<file path="config.mk">
export PLATFORM = sky130hd
export DESIGN_NAME = msrv32_dmem_arbiter
export DESIGN_NICKNAME = d
export VERILOG_FILES = /design/src/rtl/msrv32_dmem_arbiter.sv
export SDC_FILE = /design/constraint.sdc
export NUM_CORES = 1
export LEC_CHECK = 0
export ABC_CLOCK_PERIOD_IN_PS = 2200
export CAP_MARGIN = 0
export CORE_ASPECT_RATIO = 0.9
export CORE_MARGIN = 3
export CORE_UTILIZATION = 37
export CTS_BUF_LIST = sky130_fd_sc_hd__clkbuf_16
export DETAILED_ROUTE_END_ITERATION = 12
export MAX_ROUTING_LAYER = met4
export PLACE_DENSITY = 0.77
export RECOVER_POWER = 50
export SYNTH_ARGS = -nofsm -noshare
export SYNTH_HDL_FRONTEND = slang
export SYNTH_SLANG_ARGS = --single-unit
</file>
<file path="constraint.sdc">
create_clock -name ms_riscv32_mp_clk_in -period 2.2 [get_ports ms_riscv32_mp_clk_in]
set_clock_uncertainty 0.15 [all_clocks]
set_input_delay 0.44 -clock ms_riscv32_mp_clk_in [delete_from_list [all_inputs] [get_ports ms_riscv32_mp_clk_in]]
set_output_delay 0.44 -clock ms_riscv32_mp_clk_in [all_outputs]
set_load 0.05 [all_outputs]
</file>
<file path="src/rtl/msrv32_dmem_arbiter.sv">
// msrv32_dmem_arbiter: shares the single data-memory port between the core
// load/store path and a secondary DMA/debug requester. The winning request is
// registered onto the memory port and held until the memory acknowledges;
// hung transfers are aborted after TIMEOUT wait-state cycles.
// Build option: define MSRV32_DMEM_RR_EN for round-robin arbitration between
// simultaneous requests; without it the core has fixed priority.
module msrv32_dmem_arbiter #(
  parameter int WIDTH   = 32,
  parameter int TIMEOUT = 16,
  parameter int CW      = 5
) (
  input  logic             ms_riscv32_mp_clk_in,
  input  logic             ms_riscv32_mp_rst_in,

  input  logic             core_req_in,
  input  logic             core_wr_in,
  input  logic [WIDTH-1:0] core_addr_in,
  input  logic [WIDTH-1:0] core_wdata_in,
  input  logic [3:0]       core_mask_in,
  output logic             core_done_out,
  output logic [WIDTH-1:0] core_rdata_out,
  output logic             core_stall_out,

  input  logic             dma_req_in,
  input  logic             dma_wr_in,
  input  logic [WIDTH-1:0] dma_addr_in,
  input  logic [WIDTH-1:0] dma_wdata_in,
  input  logic [3:0]       dma_mask_in,
  output logic             dma_done_out,
  output logic [WIDTH-1:0] dma_rdata_out,

  output logic [WIDTH-1:0] ms_riscv32_mp_dmaddr_out,
  output logic [WIDTH-1:0] ms_riscv32_mp_dmdata_out,
  output logic [3:0]       ms_riscv32_mp_dmwr_mask_out,
  output logic             ms_riscv32_mp_dmwr_req_out,
  output logic             ms_riscv32_mp_dmrd_req_out,
  input  logic [WIDTH-1:0] ms_riscv32_mp_dmdata_in,
  input  logic             ms_riscv32_mp_dmready_in,

  output logic             err_out
);

  typedef enum logic [1:0] {
    IDLE      = 2'd0,
    CORE_XFER = 2'd1,
    DMA_XFER  = 2'd2
  } state_t;

  localparam logic [CW-1:0] CNT_LAST = CW'(TIMEOUT - 1);
  localparam logic [CW-1:0] CNT_ONE  = CW'(1);

  state_t           state_q, state_d;
  logic [CW-1:0]    cnt_q, cnt_d;
  logic [WIDTH-1:0] addr_q, addr_d;
  logic [WIDTH-1:0] wdata_q, wdata_d;
  logic [3:0]       mask_q, mask_d;
  logic             wr_req_q, wr_req_d;
  logic             rd_req_q, rd_req_d;
  logic             core_done_q, core_done_d;
  logic             dma_done_q, dma_done_d;
  logic [WIDTH-1:0] core_rdata_q, core_rdata_d;
  logic [WIDTH-1:0] dma_rdata_q, dma_rdata_d;
  logic             err_q, err_d;

  // A requester whose done is pulsing this cycle still holds its request
  // line; it is excluded so the finished transfer is not granted again.
  logic core_elig;
  logic dma_elig;
  logic grant_dma;
  logic win_wr;

`ifdef MSRV32_DMEM_RR_EN
  logic rr_dma_q, rr_dma_d;
`endif

  assign core_elig = core_req_in & ~core_done_q;
  assign dma_elig  = dma_req_in & ~dma_done_q;

`ifdef MSRV32_DMEM_RR_EN
  assign grant_dma = dma_elig & (~core_elig | rr_dma_q);
`else
  assign grant_dma = dma_elig & ~core_elig;
`endif

  assign win_wr = grant_dma ? dma_wr_in : core_wr_in;

  // Next-state logic: arbitration in IDLE, wait-state counting and completion/abort in XFER
  always_comb begin
    state_d      = state_q;
    cnt_d        = cnt_q;
    addr_d       = addr_q;
    wdata_d      = wdata_q;
    mask_d       = mask_q;
    wr_req_d     = wr_req_q;
    rd_req_d     = rd_req_q;
    core_done_d  = 1'b0;
    dma_done_d   = 1'b0;
    core_rdata_d = core_rdata_q;
    dma_rdata_d  = dma_rdata_q;
    err_d        = 1'b0;
`ifdef MSRV32_DMEM_RR_EN
    rr_dma_d     = rr_dma_q;
`endif

    case (state_q)
      IDLE: begin
        if (core_elig || dma_elig) begin
          addr_d   = grant_dma ? dma_addr_in  : core_addr_in;
          wdata_d  = grant_dma ? dma_wdata_in : core_wdata_in;
          mask_d   = win_wr ? (grant_dma ? dma_mask_in : core_mask_in) : 4'b0000;
          wr_req_d = win_wr;
          rd_req_d = ~win_wr;
          cnt_d    = '0;
          state_d  = grant_dma ? DMA_XFER : CORE_XFER;
`ifdef MSRV32_DMEM_RR_EN
          rr_dma_d = ~grant_dma;
`endif
        end
      end

      CORE_XFER, DMA_XFER: begin
        if (ms_riscv32_mp_dmready_in || (cnt_q == CNT_LAST)) begin
          wr_req_d = 1'b0;
          rd_req_d = 1'b0;
          cnt_d    = '0;
          state_d  = IDLE;
          if (state_q == DMA_XFER) begin
            dma_done_d = 1'b1;
          end else begin
            core_done_d = 1'b1;
          end
          if (!ms_riscv32_mp_dmready_in) begin
            err_d = 1'b1;
            if (state_q == DMA_XFER) begin
              dma_rdata_d = '0;
            end else begin
              core_rdata_d = '0;
            end
          end else if (rd_req_q) begin
            if (state_q == DMA_XFER) begin
              dma_rdata_d = ms_riscv32_mp_dmdata_in;
            end else begin
              core_rdata_d = ms_riscv32_mp_dmdata_in;
            end
          end
        end else begin
          cnt_d = cnt_q + CNT_ONE;
        end
      end

      default: begin
        state_d  = IDLE;
        wr_req_d = 1'b0;
        rd_req_d = 1'b0;
        cnt_d    = '0;
      end
    endcase
  end

  // State and registered-output flops; reset drops strobes immediately without a done pulse
  always_ff @(posedge ms_riscv32_mp_clk_in or negedge ms_riscv32_mp_rst_in) begin
    if (!ms_riscv32_mp_rst_in) begin
      state_q      <= IDLE;
      cnt_q        <= '0;
      addr_q       <= '0;
      wdata_q      <= '0;
      mask_q       <= 4'b0000;
      wr_req_q     <= 1'b0;
      rd_req_q     <= 1'b0;
      core_done_q  <= 1'b0;
      dma_done_q   <= 1'b0;
      core_rdata_q <= '0;
      dma_rdata_q  <= '0;
      err_q        <= 1'b0;
`ifdef MSRV32_DMEM_RR_EN
      rr_dma_q     <= 1'b0;
`endif
    end else begin
      state_q      <= state_d;
      cnt_q        <= cnt_d;
      addr_q       <= addr_d;
      wdata_q      <= wdata_d;
      mask_q       <= mask_d;
      wr_req_q     <= wr_req_d;
      rd_req_q     <= rd_req_d;
      core_done_q  <= core_done_d;
      dma_done_q   <= dma_done_d;
      core_rdata_q <= core_rdata_d;
      dma_rdata_q  <= dma_rdata_d;
      err_q        <= err_d;
`ifdef MSRV32_DMEM_RR_EN
      rr_dma_q     <= rr_dma_d;
`endif
    end
  end

  assign ms_riscv32_mp_dmaddr_out    = addr_q;
  assign ms_riscv32_mp_dmdata_out    = wdata_q;
  assign ms_riscv32_mp_dmwr_mask_out = mask_q;
  assign ms_riscv32_mp_dmwr_req_out  = wr_req_q;
  assign ms_riscv32_mp_dmrd_req_out  = rd_req_q;
  assign core_done_out               = core_done_q;
  assign dma_done_out                = dma_done_q;
  assign core_rdata_out              = core_rdata_q;
  assign dma_rdata_out               = dma_rdata_q;
  assign err_out                     = err_q;
  assign core_stall_out              = core_req_in & ~core_done_q;

endmodule

</file>
* Yosys cells after proc, flatten, opt, wreduce, memory -nomap -nowiden
Cells that the tools add are included.
** Word-level totals
- Flip-flop bits (word level) :: 144
- Bits in latches :: 0
- RAM bits :: 0
- ROM bits :: 0
- Input port bits :: 175
- Output and inout bits :: 138
- Logic and storage cells :: 72
- Memories kept :: 0
** Cells by class
- Add/subtract/negate cells :: 1
- $mul :: 0
- Divide/modulo/power cells :: 0
- Magnitude comparators :: 0
- Eq/ne operators :: 9
- Shift-type cells :: 0
- Mux-type cells :: 34
- Bitwise operators :: 7
- Reductions and logical operators :: 9
** Operator list (count)
- 2-to-1 mux 32 bit :: 10
- 2-to-1 mux 1 bit :: 13
- 2-to-1 mux 5 bit :: 2
- case mux 5 bit (2 select lines) :: 1
- AND reduction 5 bit :: 2
- 2-to-1 mux 4 bit :: 2
- != test 2 bit, second input constant :: 4
- 2-to-1 mux 2 bit :: 3
- adder 5 x 1 -> 5 bit, second input constant :: 1
- == test 5 x 4 -> 1 bit, second input constant :: 1
- != test 2 x 1 -> 1 bit, second input constant :: 2
- inverter 1 bit :: 4
- case mux 1 bit (2 select lines) :: 2
- case mux 2 bit (2 select lines) :: 1
- AND reduction 2 bit :: 2
- AND 1 bit :: 3
- == test 2 x 1 -> 1 bit, second input constant :: 1
- == test 2 bit, second input constant :: 1
- logical NOT 2 bit :: 1
- logical OR 1 bit :: 2
- nonzero test 2 bit :: 1
- OR reduction 2 bit :: 1

* Longest topological paths before layout
Gate-level depths: netlist of run 1.
- Depth after elaboration :: 8
- Depth in mapped cells :: 9
- Mapped depth without buffers :: 7

* Least setup slack after synthesis of run 1
OpenSTA, ideal clock, no wires.
- Path type :: reg2reg
- Start :: reg cnt_q[0]
- End :: reg core_rdata_q[21] (netlist: core_rdata_out[21])
- Library setup time :: 0.120 ns
- Arrival :: 1.826 ns
- Data required time :: 1.930 ns
- Slack :: 0.104 ns
- Cell stages (with the launch flop) :: 10
- Buffers on the path :: 2
- Period minus slack after synthesis :: 2.096 ns
- Cell sequence :: dfrtp_1 > ha_1 > and3_1 > ha_1 > mux2_4 > and3b_1 > buf_6 > buf_6 > nand3_1 > o21ai_2
** Between the ends
- Word-level cells in the longest chain between the ends :: 3
** Ends and longest elaborated chain
- from (decl) :: RTL line 53 : logic [CW-1:0] cnt_q, cnt_d;
- from (signal assigned) :: RTL line 180 : cnt_q <= cnt_d;
- == test 5 x 4 -> 1 bit :: RTL line 122 : if (ms_riscv32_mp_dmready_in || (cnt_q == CNT_LAST)) begin
- logical OR 1 bit :: RTL line 122
- AND reduction 5 bit (no source line)
- to (signal assigned) :: RTL line 188 : core_rdata_q <= core_rdata_d;
- to (decl) :: RTL line 61 : logic [WIDTH-1:0] core_rdata_q, core_rdata_d;
Every way passes these cells.
A chain may end at the register's enable or synchronous reset.

* Worst setup path after layout of run 1
- Start :: reg mask_q[3] (netlist: ms_riscv32_mp_dmwr_mask_out[3])
- End :: out ms_riscv32_mp_dmwr_mask_out[3]
** RTL lines
- from (decl) :: RTL line 56 : logic [3:0] mask_q, mask_d;
- from (signal assigned) :: RTL line 183 : mask_q <= mask_d;
- to (decl) :: RTL line 34 : output logic [3:0] ms_riscv32_mp_dmwr_mask_out,
No word-level cell between the ends.

==> results of run 1 <==
## power breakdown
group | switching, mW | internal, mW | total, mW
registers | 0.691 | 3.89 | 4.58
logic | 6.67 | 2.62 | 9.29
clock network | 1.17 | 1.68 | 2.85
total | 8.53 | 8.20 | 16.7
## routing by layer
| layer | vias to the layer above | wire length [um] | share of wire | GRT usage |
|---|---|---|---|---|
| li1 | 2790 | - | - | - |
| met1 | 2758 | 8020 | 0.39 | 0.260 |
| met2 | 259 | 10400 | 0.50 | 0.357 |
| met3 | 24 | 1930 | 0.093 | 0.0678 |
| met4 | 0 | 354 | 0.017 | 0.0664 |
| met5 | - | 0 | 0 | - |
## state kept, by name, indices dropped and copies added (netlist names)
register                     flops
ms_riscv32_mp_dmwr_req_out       1
state_q                          2
ms_riscv32_mp_dmwr_mask_out      4
ms_riscv32_mp_dmrd_req_out       1
err_out                          1
core_done_out                    1
ms_riscv32_mp_dmaddr_out        32
core_rdata_out                  32
dma_done_out                     1
ms_riscv32_mp_dmdata_out        32
dma_rdata_out                   32
cnt_q                            5
## cell usage in the layout (no fill, tap or decap), types with 5 or more instances in the layout
master           Yosys  routed
clkdlybuf4s50_1      0     179
nor2_1              68      69
dlymetal6s2s_1       0      30
buf_4                2       5
buf_12               0      11
dfrtp_1            144     144
clkbuf_1            10      63
o21ai_2             32      32
inv_1               35      35
dlygate4sd2_1        0      39
a22o_1              32      32
nand2_1            133     133
nand3_2              8       9
clkbuf_16            0      20
inv_6                0       6
a31oi_1             68      68
nand3_1             36      35
## how the worst max path moves through the flow
stage                                    from                        endpoint  slack (ns)  cells past startpoint
2_1_floorplan                        cnt_q[0]              core_rdata_out[21]        0.10                      9
3_3_place_gp                         cnt_q[1]               core_rdata_out[1]        0.07                      8
3_5_place_dp                         cnt_q[0]              core_rdata_out[10]        0.02                      8
4_1_cts                    core_rdata_out[10]              core_rdata_out[10]      0.0009                      1
5_1_grt                     dma_rdata_out[19]               dma_rdata_out[19]      -0.002                      1
6_report       ms_riscv32_mp_dmwr_mask_out[3]  ms_riscv32_mp_dmwr_mask_out[3]        0.05                      1
## per-stage QoR
step	instance area, um^2	setup TNS (ns)	hold slack, ns	instances
2_1_floorplan	6350	0	-0.00559	641
3_3_place_gp	9660	0	0.247	1129
3_5_place_dp	9660	0	0.246	1129
4_1_cts	10200	0	0.352	1162
5_1_grt	10000	-0.00206	0.360	1165
6_report	10000	0	0.343	1165
## layout make-up
type / count / area (um^2)
Clock inverter: 15 / 158
Fill cell: 1421 / 6440
Sequential cell: 144 / 3600
Clock buffer: 17 / 425
Timing Repair Buffer: 334 / 3110
Multi-Input combinational cell: 412 / 2330
Inverter: 36 / 135
Tap cell: 207 / 259
## logic make-up (layout without fill, tap and decap cells)
kind of cell,after synthesis,in the layout,share of synthesized area
compound gates,142,142,0.168
fa+ha+maj,5,5,0.00985
buf+inv,85,402,0.0670
flops,144,144,0.568
mux,2,2,0.00394
simple gates,263,263,0.184
## timing repair
item / CTS / global route
gates cloned: 0 / 3
endpoints found under the hold margin: 43 / 0
hold buffers: 1 / 0
endpoints found under the setup margin: 39 / 100
resized for setup: 39 / 74
==> results.sh, run 1 <==
export IMPL_cts_setup_buffers=0
export IMPL_whs_path_depth=1
export IMPL_synth_top_area_share=0.568
export IMPL_die_h_um=130
export IMPL_tritoncts="done"
export IMPL_row_count=44
export IMPL_synth_seq_cells=144
export IMPL_async_flop_share=1.00
export IMPL_avgSynthCellArea_um2=9.90
export IMPL_crit_path_end_kind="primary output"
export IMPL_hp_class="reg2reg"
export IMPL_mappedNetlistNets=821
export IMPL_synth_top_cells_by_count="dfrtp_1, nand2_1, a31oi_1, nor2_1, nand3_1"
export IMPL_core_area_um2=16500
export IMPL_crit_buf_inv=1
export IMPL_gp_congestion=0.890
export IMPL_critPathSlowestCell="clkdlybuf4s50_1"
export IMPL_initial_utilization=0.386
export IMPL_drive_above_1_share=0.110
export IMPL_arrival_ns=1.56
export IMPL_clk_pin_slew_worst_paths_ns=0.06
export IMPL_power_leakage_nw=4.69
export IMPL_grt_max_degree=61
export IMPL_synth_most_common_cell="dfrtp_1"
export IMPL_finalHoldViolCount=0
export IMPL_vias_per_cell=5.01
export IMPL_report_final_slew_viol_count=0
export IMPL_wl_per_cell_um=17.8
export IMPL_period_minus_slack_ns=2.15
export IMPL_grt_pass1_wl_um=30600
export IMPL_finalPower_mw=16.7
export IMPL_min_to="dma_rdata_out[3]"
export IMPL_syn_cell_area_um2=6350
export IMPL_fin_util=0.609
export IMPL_route_vias_total=5831
export IMPL_cts_sinks=144
export IMPL_syn2layout_area_growth_pct=57.9
export IMPL_worstRegToRegCells=8
export IMPL_cpPeakStageDelay_ns=0.81
export IMPL_netlist_top_cells_area="dfrtp_1, nand2_1, a31oi_1, a22o_1, o21ai_2"
export IMPL_hpwl_um=14700
export IMPL_drt_total_wl_um=20700
export IMPL_synth_top_cell_by_area="dfrtp_1"
export IMPL_drt_iter0_markers=305
export IMPL_yosys_cell_types_count=37
export IMPL_post_place_ws_ns=0.0197
export IMPL_crit_type="reg2out"
export IMPL_path_cells="clkdlybuf4s50_1"
export IMPL_clk_path_buf_depth=2
export IMPL_grt_total_usage=0.218
export IMPL_period_share=0.978
export IMPL_startpoint_type="register"
export IMPL_tightest_slew_ns=1.16
export IMPL_power_density_nw_per_um2=1670
export IMPL_hp_start="dma_rdata_out[3]"
export IMPL_rrSetupSlack_ns=0.11
export IMPL_nets=1125
export IMPL_synth_edf_count=0
export IMPL_clock_fmax_ghz=0.465
export IMPL_yosysSeqAreaShare=0.568
export IMPL_portBuffers=312
export IMPL_antenna_found_initial=0
export IMPL_peakVddDrop_uv=898
export IMPL_die_w_um=144
export IMPL_n_antenna_cell=0
export IMPL_dieArea_um2=18800
export IMPL_synth_warnings=0
export IMPL_firstDrtPassIters=4
export IMPL_ys_flop_type="dfrtp_1"
export IMPL_reg2reg_from="cnt_q[0]"
export IMPL_io_pins=313
export IMPL_overflow=0
export IMPL_synth_cells=641
export IMPL_route_detailed_drc=0
export IMPL_r2r_end="core_rdata_out[13]"
export IMPL_worst_slack_ns=0.0480
export IMPL_htree_levels=4
export IMPL_max_slew_margin_rel=0.228
export IMPL_status="finished, final reports clean"
export IMPL_grt_pass1_vias=5686
export IMPL_cts_buffers=17
export IMPL_critPathTopFamily="buffers and inverters"
export IMPL_ant_nets=0
export IMPL_clock_latency_ns=0.41
export IMPL_root_buffer="clkbuf_16"
export IMPL_final_setup_viol_count=0
export IMPL_cp_max_fo=2
export IMPL_maxCapViolCount=0
export IMPL_cp_required_ns=1.61
Power figures use the tool's default switching activity.
==> inputs of run 2 (changes only) <==
--- a/config.mk
+++ b/config.mk
@@ -5,6 +5,7 @@
 export SDC_FILE = /design/constraint.sdc
 export NUM_CORES = 1
 export LEC_CHECK = 0
+export ABC_AREA = 1
 export ABC_CLOCK_PERIOD_IN_PS = 2200
 export CAP_MARGIN = 0
 export CORE_ASPECT_RATIO = 0.9
==> run 2 against run 1 <==
Effect of this change:
- area after synthesis increased by 1.5%
- routed wire length up 1.2%
- clock-buffer cell count is the same
- largest cell class unchanged
- combinational power decreased by 5.1%
- worst hold slack worse by 0.021 ns
- maximum frequency is 0.69% lower
- critical endpoint is now ms_riscv32_mp_dmdata_out[13]
- non-clock buffer count down 3
- sequential cell count did not move
- total power fell by 4.6%
- cell area increased by 4.5%
- synthesized cell count grew 29%
- critical path depth did not move
==> results.sh, run 2 <==
export IMPL_seq_power_share=0.270
export IMPL_fin_area_um2=10500
export IMPL_syn_cell_area_um2=6440
export IMPL_whs_path_depth=2
export IMPL_cp_required_ns=1.61
export IMPL_root_buffer="clkbuf_16"
export IMPL_min_to="ms_riscv32_mp_dmdata_out[28]"
export IMPL_power_leakage_nw=6.07
export IMPL_period_share=0.985
export IMPL_row_count=45
export IMPL_max_slew_margin_rel=0.334
export IMPL_status="finished, final reports clean"
export IMPL_synth_cells=826
export IMPL_final_setup_viol_count=0
export IMPL_startpoint_type="register"
export IMPL_holdWs_ns=0.322
export IMPL_grt_total_usage=0.221
export IMPL_dieArea_um2=19000
export IMPL_clk_pin_slew_worst_paths_ns=0.06
export IMPL_drt_total_wl_um=20900
export IMPL_reg2reg_from="state_q[0]"
export IMPL_initial_utilization=0.380
export IMPL_synth_edf_count=0
export IMPL_post_dp_cell_area_um2=9850
export IMPL_drive_above_1_share=0.0550
export IMPL_grt_max_degree=69
export IMPL_critPathSlowestCell="clkdlybuf4s50_1"
export IMPL_synth_most_common_cell="nand2_1"
export IMPL_crit_path_end_kind="primary output"
export IMPL_power_density_nw_per_um2=1520
export IMPL_hp_start="ms_riscv32_mp_dmdata_out[28]"
export IMPL_worst_slack_ns=0.0330
export IMPL_final_cell_mix="nand2_1, clkdlybuf4s50_1, dfrtp_1"
export IMPL_peakVddDrop_uv=910
export IMPL_ant_nets=0
export IMPL_tritoncts="done"
export IMPL_firstDrtPassIters=5
export IMPL_crit_buf_inv=1
export IMPL_ys_flop_type="dfrtp_1"
export IMPL_maxCapViolCount=0
export IMPL_hp_class="reg2reg"
export IMPL_htree_levels=4
export IMPL_yosysSeqAreaShare=0.559
export IMPL_period_minus_slack_ns=2.17
export IMPL_portBuffers=312
export IMPL_swShare=0.505
export IMPL_core_area_um2=16900
export IMPL_worstRegToRegCells=7
export IMPL_netlist_top_cells_area="dfrtp_1, nand2_1, o21ai_0, buf_4, nand3_1"
export IMPL_rsz0062_at_grt="no"
export IMPL_die_w_um=145
export IMPL_overflow=0
export IMPL_clock_latency_ns=0.41
export IMPL_cp_max_fo=2
export IMPL_wl_per_cell_um=15.2
export IMPL_critPathTopFamily="buffers and inverters"
export IMPL_crit_type="reg2out"
export IMPL_hpwl_um=14900
export IMPL_p_int_mw=7.90
export IMPL_synth_top_cell_by_area="dfrtp_1"
export IMPL_finalHoldViolCount=0
export IMPL_cts_sinks=144
export IMPL_route_vias_total=6310
export IMPL_cpPeakStageDelay_ns=0.81
export IMPL_antenna_found_initial=1
export IMPL_mappedNetlistNets=1006
export IMPL_fin_setup_tns_ns=0
export IMPL_report_final_slew_viol_count=0
export IMPL_synth_warnings=0
export IMPL_route_detailed_drc=0
export IMPL_final_common_cell="nand2_1"
export IMPL_drt_iter0_markers=395
export IMPL_yosys_cell_types_count=25
export IMPL_grt_pass1_wl_um=33100
export IMPL_cts_setup_buffers=0
export IMPL_post_place_ws_ns=0.116
export IMPL_cts_buffers=17
export IMPL_arrival_ns=1.58
export IMPL_path_cells="clkdlybuf4s50_1"
export IMPL_synth_seq_cells=144
export IMPL_grt_pass1_vias=6238
export IMPL_tightest_slew_ns=0.998
export IMPL_io_pins=313
export IMPL_finalPower_mw=16.0
export IMPL_gp_congestion=0.809
export IMPL_power_switching_mw=8.05
export IMPL_fillCellCount=1467
export IMPL_synth_top_area_share=0.559
export IMPL_clk_path_buf_depth=2
export IMPL_p_clk_frac=0.177
export IMPL_p_comb_frac=0.553
export IMPL_rrSetupSlack_ns=0.24
export IMPL_r2r_end="ms_riscv32_mp_dmdata_out[11]"
export IMPL_async_flop_share=1.00
export IMPL_syn2layout_area_growth_pct=62.6
export IMPL_avgSynthCellArea_um2=7.80
export IMPL_vias_per_cell=4.57
export IMPL_nets=1312
export IMPL_clock_fmax_ghz=0.461
export IMPL_synth_top_cells_by_count="nand2_1, dfrtp_1, o21ai_0"
export IMPL_die_h_um=131
-- run 2: cells by family after synthesis --
logic type | Yosys count | share of synthesized area
buffers and inverters | 63 | 0.0476
adder cells (fa/ha/maj) | 5 | 0.00971
flip-flops | 144 | 0.559
AO/OA/AOI/OAI | 74 | 0.0590
AND/OR/NAND/NOR | 540 | 0.324
-- run 2: timing repair --
item | 4_1_cts | 5_1_grt
endpoints found under the setup margin | 46 | 65
gates resized for setup | 46 | 65
pin swaps | 0 | 0
endpoints found under the hold margin | 35 | 0
hold buffers | 1 | 0
-- run 2: worst max path at each step --
stage,startpoint,endpoint,slack [ns],depth (start not counted)
after global routing,ms_riscv32_mp_dmaddr_out[12],ms_riscv32_mp_dmaddr_out[12],0.0008,1
after floorplan,core_done_out,ms_riscv32_mp_dmaddr_out[25],0.42,8
after CTS,ms_riscv32_mp_dmdata_out[15],ms_riscv32_mp_dmdata_out[15],0.0006,1
after global placement,dma_req_in,ms_riscv32_mp_dmdata_out[18],0.16,10
final,ms_riscv32_mp_dmdata_out[13],ms_riscv32_mp_dmdata_out[13],0.03,1
after detailed placement,dma_req_in,ms_riscv32_mp_dmdata_out[18],0.12,10
-- run 2: per-layer routing --
| layer | wire length, um | track usage |
|---|---|---|
| met5 | 0 | - |
| met4 | 375 | 0.0580 |
| met3 | 1730 | 0.0831 |
| met2 | 10300 | 0.350 |
| met1 | 8580 | 0.269 |
-- run 2: layout make-up --
class	instances	area (um^2)	share of cell area
diodes	1	2.50	0.000239
clock buffers	17	425	0.0406
clock inverters	15	150	0.0143
inverters	19	71.3	0.00681
multi-input cells	619	2530	0.241
flip-flops and latches	144	3600	0.344
well taps	235	294	0.0281
repair buffers	331	3400	0.325
-- run 2: metrics by stage --
| step | util | std cells |
|---|---|---|
| 2_1_floorplan | - | 826 |
| 3_3_place_gp | 0.581 | 1347 |
| 3_5_place_dp | 0.581 | 1347 |
| 4_1_cts | 0.613 | 1380 |
| 5_1_grt | 0.618 | 1381 |
| 6_report | 0.618 | 1381 |
-- run 2: power by group through the flow --
| stage | clock network [mW] | logic, mW | registers, mW |
|---|---|---|---|
| 2_1_floorplan | 0 | 2.18 | 8.07 |
| 3_3_place_gp | 0 | 9.21 | 4.34 |
| 3_5_place_dp | 0 | 9.30 | 4.37 |
| 4_1_cts | 2.89 | 9.07 | 4.34 |
| 5_1_grt | 3.00 | 9.38 | 4.44 |
| 6_report | 2.82 | 8.82 | 4.31 |
